$ cat src/rtl/tc_timer_if.sv
// Bus bundle between the system bridge and the tc_timer register block.
// Latency: none; a pure wire bundle.
// Backpressure: none; the bridge issues one access per cycle, always accepted.
//
// Signals:
//   addr - byte address from the bridge (only addr[3:2] is decoded by the timer)
//   we   - write enable, already qualified by the bridge chip-select
//   din  - write data
//   dout - combinational read data returned to the bridge
interface tc_timer_if;
    logic [31:0] addr;
    logic        we;
    logic [31:0] din;
    logic [31:0] dout;

    // Bridge side drives the request and samples the read data.
    modport master (
        output addr,
        output we,
        output din,
        input  dout
    );

    // Timer side decodes the request and returns the read data.
    modport slave (
        input  addr,
        input  we,
        input  din,
        output dout
    );
endinterface : tc_timer_if

$ cat src/rtl/tc_timer.sv
// Memory-mapped 32-bit down-counting timer; drives CP0 hwInt[0].
// Latency: reads combinational; irq rises preset+2 edges after the enabling CTRL write.
// Backpressure: none; every bus write is accepted at the clock edge it is presented on.
//
// Ports:
//   clk   - system clock, all state updates on the rising edge
//   reset - asynchronous active-low reset, clears all state immediately
//   bus   - bridge access (addr/we/din in, dout out), slave modport
//   irq   - interrupt request, intFlag gated by CTRL.IM
//
// Register map (addr[3:2]):
//   0 CTRL   : bit0 EN, bits2:1 MODE (1 = auto-reload, else one-shot), bit3 IM
//   1 PRESET : reload value, R/W
//   2 COUNT  : current count, read-only
//   3        : reads 0, writes ignored
module tc_timer (
    input  logic      clk,
    input  logic      reset,
    tc_timer_if.slave bus,
    output logic      irq
);

    // FSM encoding
    localparam logic [1:0] ST_IDLE = 2'd0;
    localparam logic [1:0] ST_LOAD = 2'd1;
    localparam logic [1:0] ST_CNT  = 2'd2;
    localparam logic [1:0] ST_INT  = 2'd3;

    // Register select values on addr[3:2]
    localparam logic [1:0] SEL_CTRL   = 2'd0;
    localparam logic [1:0] SEL_PRESET = 2'd1;
    localparam logic [1:0] SEL_COUNT  = 2'd2;

    localparam logic [1:0] MODE_RELOAD = 2'd1;

    logic [3:0]  ctrl_q,     ctrl_d;
    logic [31:0] preset_q,   preset_d;
    logic [31:0] count_q,    count_d;
    logic [1:0]  state_q,    state_d;
    logic        int_flag_q, int_flag_d;

    logic [1:0] reg_sel;
    logic       wr_ctrl;
    logic       wr_preset;
    logic       ctrl_en;
    logic       ctrl_im;
    logic       mode_reload;
    logic       addr_unused;

    assign reg_sel     = bus.addr[3:2];
    assign wr_ctrl     = bus.we && (reg_sel == SEL_CTRL);
    assign wr_preset   = bus.we && (reg_sel == SEL_PRESET);
    assign ctrl_en     = ctrl_q[0];
    assign ctrl_im     = ctrl_q[3];
    // MODE 2 and 3 fall back to one-shot behaviour.
    assign mode_reload = (ctrl_q[2:1] == MODE_RELOAD);

    // Only addr[3:2] participates in the decode.
    assign addr_unused = ^{bus.addr[31:4], bus.addr[1:0]};

    // ------------------------------------------------------------------
    // Next-state logic: FSM first, bus writes applied last so that a CPU
    // write always wins over the FSM for CTRL bits and intFlag.
    // ------------------------------------------------------------------
    always_comb begin
        ctrl_d     = ctrl_q;
        preset_d   = preset_q;
        count_d    = count_q;
        state_d    = state_q;
        int_flag_d = int_flag_q;

        case (state_q)
            ST_IDLE: begin
                if (ctrl_en) begin
                    state_d = ST_LOAD;
                end
            end

            ST_LOAD: begin
                count_d = preset_q;
                state_d = ST_CNT;
            end

            ST_CNT: begin
                if (!ctrl_en) begin
                    // Pause: count holds where it stopped.
                    state_d = ST_IDLE;
                end else if (count_q > 32'd1) begin
                    count_d = count_q - 32'd1;
                end else begin
                    // Terminal count; 0 is treated like 1 so there is no wrap.
                    count_d    = 32'd0;
                    int_flag_d = 1'b1;
                    state_d    = ST_INT;
                end
            end

            ST_INT: begin
                state_d = ST_IDLE;
                if (mode_reload) begin
                    // Single-cycle pulse; EN stays set so the next period reloads.
                    int_flag_d = 1'b0;
                end else begin
                    // One-shot: stop, keep the level interrupt until software acks.
                    ctrl_d[0] = 1'b0;
                end
            end

            default: begin
                state_d = ST_IDLE;
            end
        endcase

        if (wr_ctrl) begin
            ctrl_d     = bus.din[3:0];
            int_flag_d = 1'b0;
        end

        // A PRESET write never touches count; it is picked up at the next LOAD.
        if (wr_preset) begin
            preset_d   = bus.din;
            int_flag_d = 1'b0;
        end
    end

    // ------------------------------------------------------------------
    // State registers
    // ------------------------------------------------------------------
    always_ff @(posedge clk or negedge reset) begin
        if (!reset) begin
            ctrl_q     <= 4'd0;
            preset_q   <= 32'd0;
            count_q    <= 32'd0;
            state_q    <= ST_IDLE;
            int_flag_q <= 1'b0;
        end else begin
            ctrl_q     <= ctrl_d;
            preset_q   <= preset_d;
            count_q    <= count_d;
            state_q    <= state_d;
            int_flag_q <= int_flag_d;
        end
    end

    // ------------------------------------------------------------------
    // Read mux: purely combinational, no read side effects.
    // ------------------------------------------------------------------
    always_comb begin
        case (reg_sel)
            SEL_CTRL:   bus.dout = {28'd0, ctrl_q};
            SEL_PRESET: bus.dout = preset_q;
            SEL_COUNT:  bus.dout = count_q;
            default:    bus.dout = 32'd0;
        endcase
    end

    // Driven from flops only, so bus activity cannot glitch the interrupt line.
    assign irq = int_flag_q & ctrl_im;

endmodule : tc_timer

$ cat src/flat_wrapper.sv
// flat-port wrapper written by rule: the top's interface ports become plain ports
module tc_timer_flat 
  (clk, reset, irq, bus_addr, bus_we, bus_din, bus_dout);
  tc_timer_if bus_i ();
  input  logic clk;
  input  logic reset;
  output logic irq;
  input wire logic [$bits(bus_i.addr)-1:0] bus_addr;
  input wire logic [$bits(bus_i.we)-1:0] bus_we;
  input wire logic [$bits(bus_i.din)-1:0] bus_din;
  output wire logic [$bits(bus_i.dout)-1:0] bus_dout;
  assign bus_i.addr = bus_addr;
  assign bus_i.we = bus_we;
  assign bus_i.din = bus_din;
  assign bus_dout = bus_i.dout;
  tc_timer u_core (.clk(clk), .reset(reset), .bus(bus_i), .irq(irq));
endmodule
$ cat config.mk
export PLATFORM = sky130hd
export DESIGN_NAME = tc_timer_flat
export DESIGN_NICKNAME = d
export VERILOG_FILES = /design/src/rtl/tc_timer_if.sv /design/src/rtl/tc_timer.sv /design/src/flat_wrapper.sv
export SDC_FILE = /design/constraint.sdc
export NUM_CORES = 1
export LEC_CHECK = 0
export CORE_ASPECT_RATIO = 1.75
export CORE_MARGIN = 3
export CORE_UTILIZATION = 45
export DETAILED_ROUTE_END_ITERATION = 10
export PLACE_DENSITY = 0.82
export SYNTH_ARGS = -nofsm -noshare
export SYNTH_HDL_FRONTEND = slang
export SYNTH_SLANG_ARGS = --single-unit
$ cat constraint.sdc
create_clock -name clk -period 2.8 [get_ports clk]
set_clock_uncertainty 0.15 [all_clocks]
set_input_delay 0.42 -clock clk [delete_from_list [all_inputs] [get_ports clk]]
set_output_delay 0.42 -clock clk [all_outputs]
set_load 0.01 [all_outputs]
Word-level counts from Yosys, hierarchy flattened
Index checks and enable logic that the tools add are counted.
- add/subtract/negate cells: 1
- multipliers: 0
- divide/modulo/power cells: 0
- magnitude comparators: 1
- equal/unequal tests: 13
- shift operators: 0
- mux-type cells: 17
- bitwise gates (word level): 1
- reduce and logical (&&, ||, !) cells: 11
- operator list (cell ; count):
    one-hot mux 32 bit (3 select lines) ; 1
    2-to-1 mux 32 bit ; 2
    one-hot mux 32 bit (2 select lines) ; 1
    > comparator 32 x 1 -> 1 bit (second input constant) ; 1
    subtractor 32 x 1 -> 32 bit (second input constant) ; 1
    2-to-1 mux 1 bit ; 8
    inequality test 4 x 1 -> 1 bit (second input constant) ; 2
    one-hot mux 2 bit (4 select lines) ; 1
    equality test 2 x 1 -> 1 bit (second input constant) ; 3
    equality test 2 bit (second input constant) ; 3
    2-to-1 mux 2 bit ; 3
    inequality test 2 x 1 -> 1 bit (second input constant) ; 3
    AND reduction 2 bit ; 3
    zero test 2 bit ; 2
    inequality test 4 x 2 -> 1 bit (second input constant) ; 1
    AND reduction 4 bit ; 1
    nonzero test 2 bit ; 2
    nonzero test 4 bit ; 1
    inequality test 3 bit (second input constant) ; 1
    logical AND 1 bit ; 2
    one-hot mux 1 bit (2 select lines) ; 1
    bitwise AND 1 bit ; 1
- register bits: 71
- latch bits: 0
- RAM bits: 0
- ROM bits: 0
- input port bits: 67
- output and inout port bits: 33
- word-level logic and storage cells: 50
- memories kept: 0

Depth between registers and ports, before layout
Gate-level depths: netlist of the first run.
- depth after elaboration: 6
- mapped depth: 8
- gate-level depth less buffers: 7

Worst setup path before layout of the first run
OpenSTA, ideal clock, no wires.
- path kind: flip-flop to flip-flop
- start: register u_core.count_q[6]
- end: register u_core.count_q[4]
- setup time: 0.121 ns
- arrival: 2.657 ns
- data required time: 2.529 ns
- slack: -0.128 ns
- stages on the path, launching flop included: 8
- buffers on the path: 2
- clock period less this slack: 2.928 ns
- cells stage by stage: dfrtp_1 -> or4_4 -> or4_4 -> buf_6 -> o41a_4 -> buf_6 -> a22o_1 -> a22o_1
- word-level cells in the longest chain between the ends: 4
- ends and longest elaborated chain (element ; line ; text):
    start, declared ; tc_timer.sv:38 ; logic [31:0] count_q, count_d;
    start signal, assigned ; tc_timer.sv:139 ; count_q <= count_d;
    > comparator 32 x 1 -> 1 bit ; tc_timer.sv:88 ; end else if (count_q > 32'd1) begin
    2-to-1 mux 32 bit ; tc_timer.sv:88 ;
    2-to-1 mux 32 bit ; tc_timer.sv:85 ; if (!ctrl_en) begin
    one-hot mux 32 bit (2 select lines) ; tc_timer.sv:72 ; case (state_q)
Every way passes these cells. The select of a mux whose other input is x is not followed.
A chain may end at the register's enable or synchronous reset.

Worst setup path in the final report of the first run
- start: register u_core.count_q[15]
- end: register u_core.count_q[25]
- word-level cells in the longest chain between the ends: 4
- elaborated cells on any way between the ends: 5
- those cells by class: add/sub (1); order compare (1); mux (3)
- ends and longest elaborated chain (element ; line):
    subtractor 32 x 1 -> 32 bit or > comparator 32 x 1 -> 1 bit (tied branches) ; tc_timer.sv:89, tc_timer.sv:88
    2-to-1 mux 32 bit (*) ; tc_timer.sv:88
    2-to-1 mux 32 bit (*) ; tc_timer.sv:85
    one-hot mux 32 bit (2 select lines) (*) ; tc_timer.sv:72
Mark *: on every way between the ends. The rest lies on a longest branch, timed or not. The select of a mux whose other input is x is not followed.

==> results.toml, run 1 <==
[cells_and_area]
final_common_cell = "dfrtp_1"
drive_gt1_share_pct = 25.0
final_cell_area_um2 = 5520
final_cell_mix = "dfrtp_1, clkdlybuf4s50_1, buf_4, a22o_1, mux2_2"
layout.nets = 570
diodes = 0
synthToLayoutAreaGrowth_pct = 38.1
final_cells = 620

[power_and_ir_drop]
total_power_mw = 5.30
vdd_drop_max_mv = 0.529
cellLeakagePower_nw = 2.30
power_switching_mw = 1.99
p_seq_share_pct = 31.9
p_int_mw = 3.32
pwr-share-comb_pct = 46.4
clockPowerShare_pct = 21.7
swShare_pct = 37.5
powerDensity_nw_per_um2 = 961

[global_routing]
grtUsageMet3_pct = 2.54
grt_pass1_wl_um = 19000
grt_pass1_vias = 3932
grtUsageMet2_pct = 44.2
top_usage_layer = "met2"
grtUsageTotal_pct = 23.7
use_met1_pct = 25.2
globalRouteOverflowTotal = 0
antenna_found_initial = 0
grt_max_degree = 33

[worst_setup_path]
path_max_fanout = 8
slowest_delay_ns = 0.55
worstSetupPathType = "flop to flop"
crit_family = "simple AND/OR/NAND/NOR gates"
reg2reg_depth = 7
reg2reg_to = "u_core.count_q[25]"
slowest_stage = "or4_4"
arrival_ns = 2.83
r2r-start = "u_core.count_q[15]"
cp-end-kind = "flop"
startpoint_type = "flop"
regToRegSetupSlack_ns = 0.04
cp.required_ns = 2.87
cpMostUsedCell = "or4_4"
path_buf_inv = 2
crit_chain = "or4_4 -> or4_4 -> o41ai_4 -> buf_4 -> buf_6 -> nor3_1 -> a221o_1"

[die]
dieArea_um2 = 10100
start_util_pct = 47.2
num_rows = 44
die_h_um = 131
core_area_um2 = 8480
die_w_um = 77.3
ios = 100

[detailed_routing]
firstDrtPassIters = 5
drc = 0
ant_nets = 0
routedWlPerCell_um = 19.0
drt-total-wl_um = 11800
routed_via_density = 6.23
num_vias = 3860
drt-initial-drc-count = 423

[synth]
synth_seq_cells = 71
synth_edf_count = 0
synthTopCellsByArea = "dfrtp_1, mux2_2, a22o_1"
ys_types = 50
synthArstFlopShare_pct = 100
ys.flop_type = "dfrtp_1"
yosysTopAreaCellShare_pct = 44.4
ys_warn_count = 0
netlist_area_um2 = 4000
yosysTopAreaCell = "dfrtp_1"
ys_seq_area_share_pct = 44.4
syn-num-nets = 458
syn_inst = 389
synth.avg_cell_area_um2 = 10.3

[clock_tree]
cts_tree = "yes"
root_buffer = "clkbuf_16"
cts_buffers = 9
clk_latency_ns = 0.34
htreeDepth = 3
cts_sinks = 71
clk_path_buf_depth = 2
clkTransAtPathRegs_ns = 0.06

[timing]
final_max_slew_viol_count = 0
timing.fmax_mhz = 363
hold_viol = 0
setup_ws_ns = 0.0434
post-route-min-period_ns = 2.76
relSlewSlack_pct = 52.9
whs_ns = 0.367
setup_violations = 0
rsz0062_at_grt = "yes"
finalCritPeriodShare_pct = 98.4
tightest_slew_ns = 0.707

[placed_design]
port_buffers = 69
post-place-ws_ns = -0.0142
place_area_um2 = 5150
dp_hpwl_um = 8130
post-place-cells = 598
place.gp.congestion = 0.893

[worst_hold_path]
holdPathStages = 1
min_from = "u_core.preset_q[27]"
hold_end = "u_core.count_q[27]"
hp-class = "flop to flop"

[run_status]
status = "complete, no violations"

[flow_run]
cap_violations = 0
[synth_stat cells (7+ instances only)]
library cell,number
dfrtp_1,71
a22o_1,37
mux2_2,35
o21ai_0,26
clkbuf_1,23
a21oi_1,16
nand2_1,16
nor3_1,15
nor2_1,14
inv_1,13
nand3_1,9
or3_1,8
and3_1,7
mux2i_1,7
nor4_1,7
or4_1,7
[worst max-delay path by stage]
| stage | from | endpoint | slack [ns] | cells past startpoint |
|---|---|---|---|---|
| 6_report | u_core.count_q[15] | u_core.count_q[25] | 0.04 | 7 |
| 5_1_grt | u_core.count_q[15] | u_core.count_q[25] | -0.02 | 7 |
| 4_1_cts | u_core.count_q[22] | u_core.count_q[25] | 0.01 | 6 |
| 3_5_place_dp | u_core.count_q[15] | u_core.count_q[2] | -0.01 | 5 |
| 3_3_place_gp | u_core.count_q[15] | u_core.count_q[2] | 0.03 | 5 |
| 2_1_floorplan | u_core.count_q[24] | u_core.count_q[4] | -0.008 | 7 |
[cell families (layout without fill, tap and decap cells)]
kind of cell             Yosys count  after routing  synth area share, %
AND/OR/NAND/NOR                  102            102                 14.2
AO/OA/AOI/OAI                    127            128                 24.1
adder cells (fa/ha/maj)            2              2                0.626
flip-flops                        71             71                 44.4
multiplexers                      42             42                 11.6
buffers and inverters             45            160                 5.07
[metrics by stage]
step                TNS (ns)  util [%]
finish                     0      65.1
global route         -0.0696      65.1
CTS                        0      64.6
detailed placement   -0.0175      60.8
global placement           0      60.8
floorplan            -0.0166         -
[layout make-up]
class	count	area (µm²)
timing repair buffer	132	1190
tap	115	144
sequential	71	1780
inverter	13	48.8
clock inverter	4	45.0
fill	709	2960
multi-input combinational	274	2070
clock buffer	11	253
[state kept, by name, summed over array words and instances (netlist names)]
signal,flops
u_core.int_flag_q,1
u_core.preset_q,32
u_core.state_q,2
u_core.ctrl_q,4
u_core.count_q,32
[layer usage]
layer / vias up / wire length [µm]
li1: 1751 / -
met4: 0 / 504
met2: 178 / 6410
met5: - / 0
met3: 40 / 652
met1: 1891 / 4220
[repair_timing]
item	4_1_cts	5_1_grt
hold endpoints to repair	10	0
gates resized for setup	0	5
pin swaps	1	1
hold buffers	1	0
gates cloned	1	2
setup endpoints to repair	4	17
buffers inserted	1	2
[power by group through the flow]
| stage | clock network, mW | logic, mW | registers, mW |
|---|---|---|---|
| 2_1_floorplan | 0 | 1.32 | 1.66 |
| 3_3_place_gp | 0 | 2.26 | 1.67 |
| 3_5_place_dp | 0 | 2.33 | 1.69 |
| 4_1_cts | 1.16 | 2.38 | 1.68 |
| 5_1_grt | 1.19 | 2.66 | 1.73 |
| 6_report | 1.15 | 2.46 | 1.69 |
Power figures use the tool's default switching activity.
==> inputs of run 2 (changes only) <==
--- a/config.mk
+++ b/config.mk
@@ -10,6 +10,7 @@
 export CORE_UTILIZATION = 45
 export DETAILED_ROUTE_END_ITERATION = 10
 export PLACE_DENSITY = 0.82
+export RECOVER_POWER = 100
 export SYNTH_ARGS = -nofsm -noshare
 export SYNTH_HDL_FRONTEND = slang
 export SYNTH_SLANG_ARGS = --single-unit
==> run 2 against run 1 <==
The flow now finishes with violations (capacitance limit, slew limit). Clock power is essentially flat. Highest routed layer unchanged. Worst hold slack about the same. Critical path depth unchanged. Largest power group unchanged. Routed wire length down 0.38%. Total power is essentially flat. Flip-flop and latch count stayed put. First-iteration DRC count shrank 2.6%. Die area stayed put. Design area is 0.54% lower.
==> results.toml, run 2 (synthesis results as in run 1) <==
[clock_tree]
clk_path_buf_depth = 2
cts_sinks = 71
htreeDepth = 3
clkTransAtPathRegs_ns = 0.06
cts_buffers = 9
cts_tree = "yes"
root_buffer = "clkbuf_16"
clk_latency_ns = 0.34

[die]
core_area_um2 = 8480
num_rows = 44
die_h_um = 131
start_util_pct = 47.2
die_w_um = 77.3
ios = 100
dieArea_um2 = 10100

[detailed_routing]
firstDrtPassIters = 5
num_vias = 3858
ant_nets = 0
drc = 0
drt-total-wl_um = 11700
routed_via_density = 6.22
drt-initial-drc-count = 412
routedWlPerCell_um = 18.9

[cells_and_area]
final_cell_mix = "dfrtp_1, clkdlybuf4s50_1, buf_4, a22o_1, mux2_2"
synthToLayoutAreaGrowth_pct = 37.4
reg_top3 = "u_core.count_q x32, u_core.preset_q x32, u_core.ctrl_q x4"
diodes = 0
seqCellArea_um2 = 1780
layout.nets = 570
drive_gt1_share_pct = 24.2
final_common_cell = "dfrtp_1"
fillCellCount = 713
multi_input_area_um2 = 2070

[worst_setup_path]
cp-end-kind = "flop"
worstSetupPathType = "flop to flop"
cp.required_ns = 2.89
arrival_ns = 2.86
path_max_fanout = 8
startpoint_type = "flop"

[global_routing]
grt_pass1_wl_um = 19000
grtUsageTotal_pct = 23.7
globalRouteOverflowTotal = 0
antenna_found_initial = 0
grt_max_degree = 33
grt_pass1_vias = 3932

[timing]
hold_viol = 0
tightest_slew_ns = 1.68
rsz0062_at_grt = "yes"
setup_ws_ns = 0.0224
timing.fmax_mhz = 360
relSlewSlack_pct = -12.1
finalCritPeriodShare_pct = 99.2
whs_ns = 0.367
post-route-min-period_ns = 2.78
setup_violations = 0
final_max_slew_viol_count = 30

[flow_run]
cap_violations = 1

[run_status]
status = "complete, but fails checks"
violations = "capacitance limit, slew limit"

[power_and_ir_drop]
powerDensity_nw_per_um2 = 965
vdd_drop_max_mv = 0.531
cellLeakagePower_nw = 2.28

[placed_design]
dp_hpwl_um = 8130
post-place-ws_ns = -0.0142
port_buffers = 69
place.gp.congestion = 0.893

[worst_hold_path]
hp-class = "flop to flop"
==> run 2: changes by cell type in the layout (fill, tap and decap cells not counted) <==
| cell | before | now |
|---|---|---|
| clkbuf_1 | 0 | 4 |
| clkbuf_2 | 0 | 2 |
| dlygate4sd3_1 | 1 | 2 |
| buf_4 | 56 | 52 |
| clkdlybuf4s50_1 | 68 | 67 |
| buf_12 | 2 | 1 |
| buf_2 | 3 | 2 |
==> run 2: worst paths after layout <==
path	startpoint	to	slack [ns]	cells after the start
worst max-delay path	u_core.count_q[15]	u_core.count_q[9]	0.02	7
worst min-delay path	u_core.preset_q[27]	u_core.count_q[27]	0.37	1
worst max register to register	u_core.count_q[15]	u_core.count_q[9]	0.02	7
worst min register to register	u_core.preset_q[27]	u_core.count_q[27]	0.37	1
max in group asynchronous	reset	u_core.preset_q[16]	0.49	3
min in group asynchronous	reset	u_core.preset_q[31]	0.90	2
==> run 2: power breakdown <==
group / internal [mW] / switching [mW]
Sequential: 1.37 / 0.321
Combinational: 1.21 / 1.24
Clock: 0.727 / 0.428
==> run 2: layout make-up <==
type	instances	share of cell area [%]
inverter	13	0.889
multi-input combinational	274	37.6
timing repair buffer	132	21.1
clock buffer	11	4.60
clock inverter	4	0.820
tap	115	2.62
sequential	71	32.4
==> run 2: worst max-delay path: stages (launching register included) <==
cell and delay [ns]:
dfrtp_1 0.39, or4_4 0.55, or4_4 0.55, o41ai_4 0.29
buf_4 0.19, buf_2 0.21, o21ai_0 0.13, a22o_1 0.21
==> run 2: metal layers <==
| metal | vias up | GRT usage (%) | wire, µm |
|---|---|---|---|
| li1 | 1745 | - | - |
| met1 | 1908 | 25.2 | 4240 |
| met2 | 158 | 44.2 | 6410 |
| met3 | 47 | 2.54 | 579 |
| met4 | 0 | 15.6 | 511 |
| met5 | - | 0 | 0 |
==> run 2: stage by stage <==
stage | util (%) | power [mW] | cell area, µm² | TNS (ns) | instances
final | 64.8 | 5.30 | 5490 | 0 | 620
after global routing | 64.8 | 5.57 | 5490 | -0.0696 | 620
after CTS | 64.6 | 5.23 | 5480 | 0 | 616
after detailed placement | 60.8 | 4.02 | 5150 | -0.0175 | 598
after global placement | 60.8 | 3.93 | 5150 | 0 | 598
after floorplan | - | 2.98 | 4010 | -0.0166 | 389
==> run 2: what timing repair did <==
item | CTS | global route
hold buffers | 1 | 0
endpoints found under the hold margin | 10 | 0
endpoints found under the setup margin | 4 | 17
buffers inserted | 1 | 2
resized for setup | 0 | 5
pin swaps | 1 | 1
cloned | 1 | 2
==> inputs of run 3 (changes only) <==
--- a/config.mk
+++ b/config.mk
@@ -7,10 +7,10 @@
 export LEC_CHECK = 0
 export CORE_ASPECT_RATIO = 1.75
 export CORE_MARGIN = 3
-export CORE_UTILIZATION = 45
+export CORE_UTILIZATION = 54
 export DETAILED_ROUTE_END_ITERATION = 10
-export PLACE_DENSITY = 0.82
-export RECOVER_POWER = 100
+export PLACE_DENSITY = 0.92
+export RECOVER_POWER = 25
 export SYNTH_ARGS = -nofsm -noshare
 export SYNTH_HDL_FRONTEND = slang
 export SYNTH_SLANG_ARGS = --single-unit
==> constraint.sdc (replaced) <==
create_clock -name clk -period 3.3 [get_ports clk]
set_clock_uncertainty 0.15 [all_clocks]
set_input_delay 0.495 -clock clk [delete_from_list [all_inputs] [get_ports clk]]
set_output_delay 0.495 -clock clk [all_outputs]
set_load 0.01 [all_outputs]
==> run 3 against run 2 <==
The flow still finishes with violations (capacitance limit, slew limit). Routed wire length shrank 4.2%. Total power shrank 24%. Clock power shrank 28%. Worst setup slack gained 0.14 ns. Critical path depth shrank 2. Critical path type unchanged. Non-clock buffer count shrank 44. Count of clock-buffer cells in the layout grew 1. Design area shrank 8.0%. Register-to-register slack gained 0.14 ns.
==> results.toml, run 3 (synthesis results as in run 1) <==
[global_routing]
grt_pass1_wl_um = 18800
globalRouteOverflowTotal = 0
grt_pass1_vias = 3839
grtUsageTotal_pct = 27.7
grt_max_degree = 40
antenna_found_initial = 0

[clock_tree]
cts-hold-fix-buffers = 0
cts_resized = 0
htreeDepth = 3
cts_sinks = 71
postCtsSetupBuffers = 0
clk_path_buf_depth = 2
clkTransAtPathRegs_ns = 0.05
cts_buffers = 9
cts_tree = "yes"
root_buffer = "clkbuf_16"
clk_latency_ns = 0.34

[timing]
rsz0062_at_grt = "no"
relSlewSlack_pct = -20.1
post-route-min-period_ns = 3.14
setup_violations = 0
hold_viol = 0
tightest_slew_ns = 1.80
setup_tns_ns = 0
finalCritPeriodShare_pct = 95.2
timing.fmax_mhz = 318
final_max_slew_viol_count = 34

[placed_design]
place.gp.congestion = 0.888
port_buffers = 69
place_area_um2 = 4820
dp_hpwl_um = 7330
post-place-cells = 529

[worst_setup_path]
regToRegSetupSlack_ns = 0.16
startpoint_type = "flop"
arrival_ns = 3.21
reg2reg_to = "u_core.count_q[9]"
reg2reg_depth = 5
cp.required_ns = 3.37
cp-end-kind = "flop"
r2r-start = "u_core.count_q[12]"
path_max_fanout = 25
worstSetupPathType = "flop to flop"

[cells_and_area]
final_common_cell = "dfrtp_1"
drive_gt1_share_pct = 15.9
layout.nets = 525
final_cell_area_um2 = 5050
reg_top3 = "u_core.count_q x32, u_core.preset_q x32, u_core.ctrl_q x4"
diodes = 0
final_cell_mix = "dfrtp_1, clkdlybuf4s50_1, a22o_1, mux2_2, o21ai_0"
final_cells = 543
synthToLayoutAreaGrowth_pct = 26.4

[power_and_ir_drop]
powerDensity_nw_per_um2 = 796
total_power_mw = 4.02
vdd_drop_max_mv = 0.534
cellLeakagePower_nw = 2.05

[flow_run]
cap_violations = 1

[detailed_routing]
wl_met1_um = 3920
wl_met3_um = 859
drt-total-wl_um = 11200
num_vias = 3723
drt-initial-drc-count = 425
routedWlPerCell_um = 20.7
wl_met2_um = 5980
top_layer_used = "met4"
firstDrtPassIters = 6
ant_nets = 0
drc = 0
routed_via_density = 6.86

[worst_hold_path]
holdPathStages = 1
hp-class = "flop to flop"
hold_end = "u_core.preset_q[23]"
min_from = "u_core.preset_q[23]"

[die]
dieArea_um2 = 8510
start_util_pct = 57.1
ios = 100
die_h_um = 120
num_rows = 40
die_w_um = 71.0
core_area_um2 = 7010

[run_status]
violations = "capacitance limit, slew limit"
status = "complete, but fails checks"
[run 3: cell types whose count changed in the layout (fill, tap and decap cells not counted), moves of 2 or more]
cell           before  now
dlygate4sd3_1       2    0
buf_2               2    0
or4_4               5    2
or4_1               4    7
buf_6               2    0
buf_4              52   17
clkbuf_8            2    0
[run 3: worst max path at each step]
stage	slack (ns)	cells past startpoint	from	end
after floorplan	0.37	7	u_core.count_q[6]	u_core.count_q[4]
after global placement	0.24	5	u_core.count_q[6]	u_core.count_q[2]
after detailed placement	0.20	5	u_core.count_q[12]	u_core.count_q[9]
after CTS	0.18	5	u_core.count_q[12]	u_core.count_q[9]
after global routing	0.09	5	u_core.count_q[12]	u_core.count_q[2]
final	0.16	5	u_core.count_q[12]	u_core.count_q[9]
[run 3: critical path, cell delays in order, from the launching register on]
cell and delay (ns):
dfrtp_1 0.44, or4_1 0.60, or4_4 0.60, o41a_4 0.67, a32o_1 0.31, a22o_1 0.23
[run 3: layout make-up]
class | count | area [µm²]
Clock buffer | 12 | 236
Clock inverter | 2 | 10.0
Fill cell | 519 | 1960
Inverter | 13 | 48.8
Multi-Input combinational cell | 273 | 2040
Sequential cell | 71 | 1780
Tap cell | 84 | 105
Timing Repair Buffer | 88 | 837
[run 3: where the power goes]
| part | total [mW] | internal, mW | switching, mW |
|---|---|---|---|
| combinational | 1.63 | 0.777 | 0.849 |
| clock | 0.841 | 0.497 | 0.343 |
| sequential | 1.55 | 1.16 | 0.391 |
[run 3: stage by stage]
stage | utilization, % | setup slack [ns] | hold slack (ns)
floorplan | - | 0.372 | 0.0494
global placement | 68.8 | 0.243 | 0.357
detailed placement | 68.8 | 0.204 | 0.363
CTS | 72.3 | 0.182 | 0.0928
global route | 72.1 | 0.0933 | 0.402
finish | 72.1 | 0.159 | 0.381
[run 3: layer usage]
layer / vias to the layer above / track usage [%]
met1: 1800 / 32.1
met2: 224 / 47.9
met3: 56 / 4.69
met4: 0 / 14.7
li1: 1643 / -
met5: - / 0
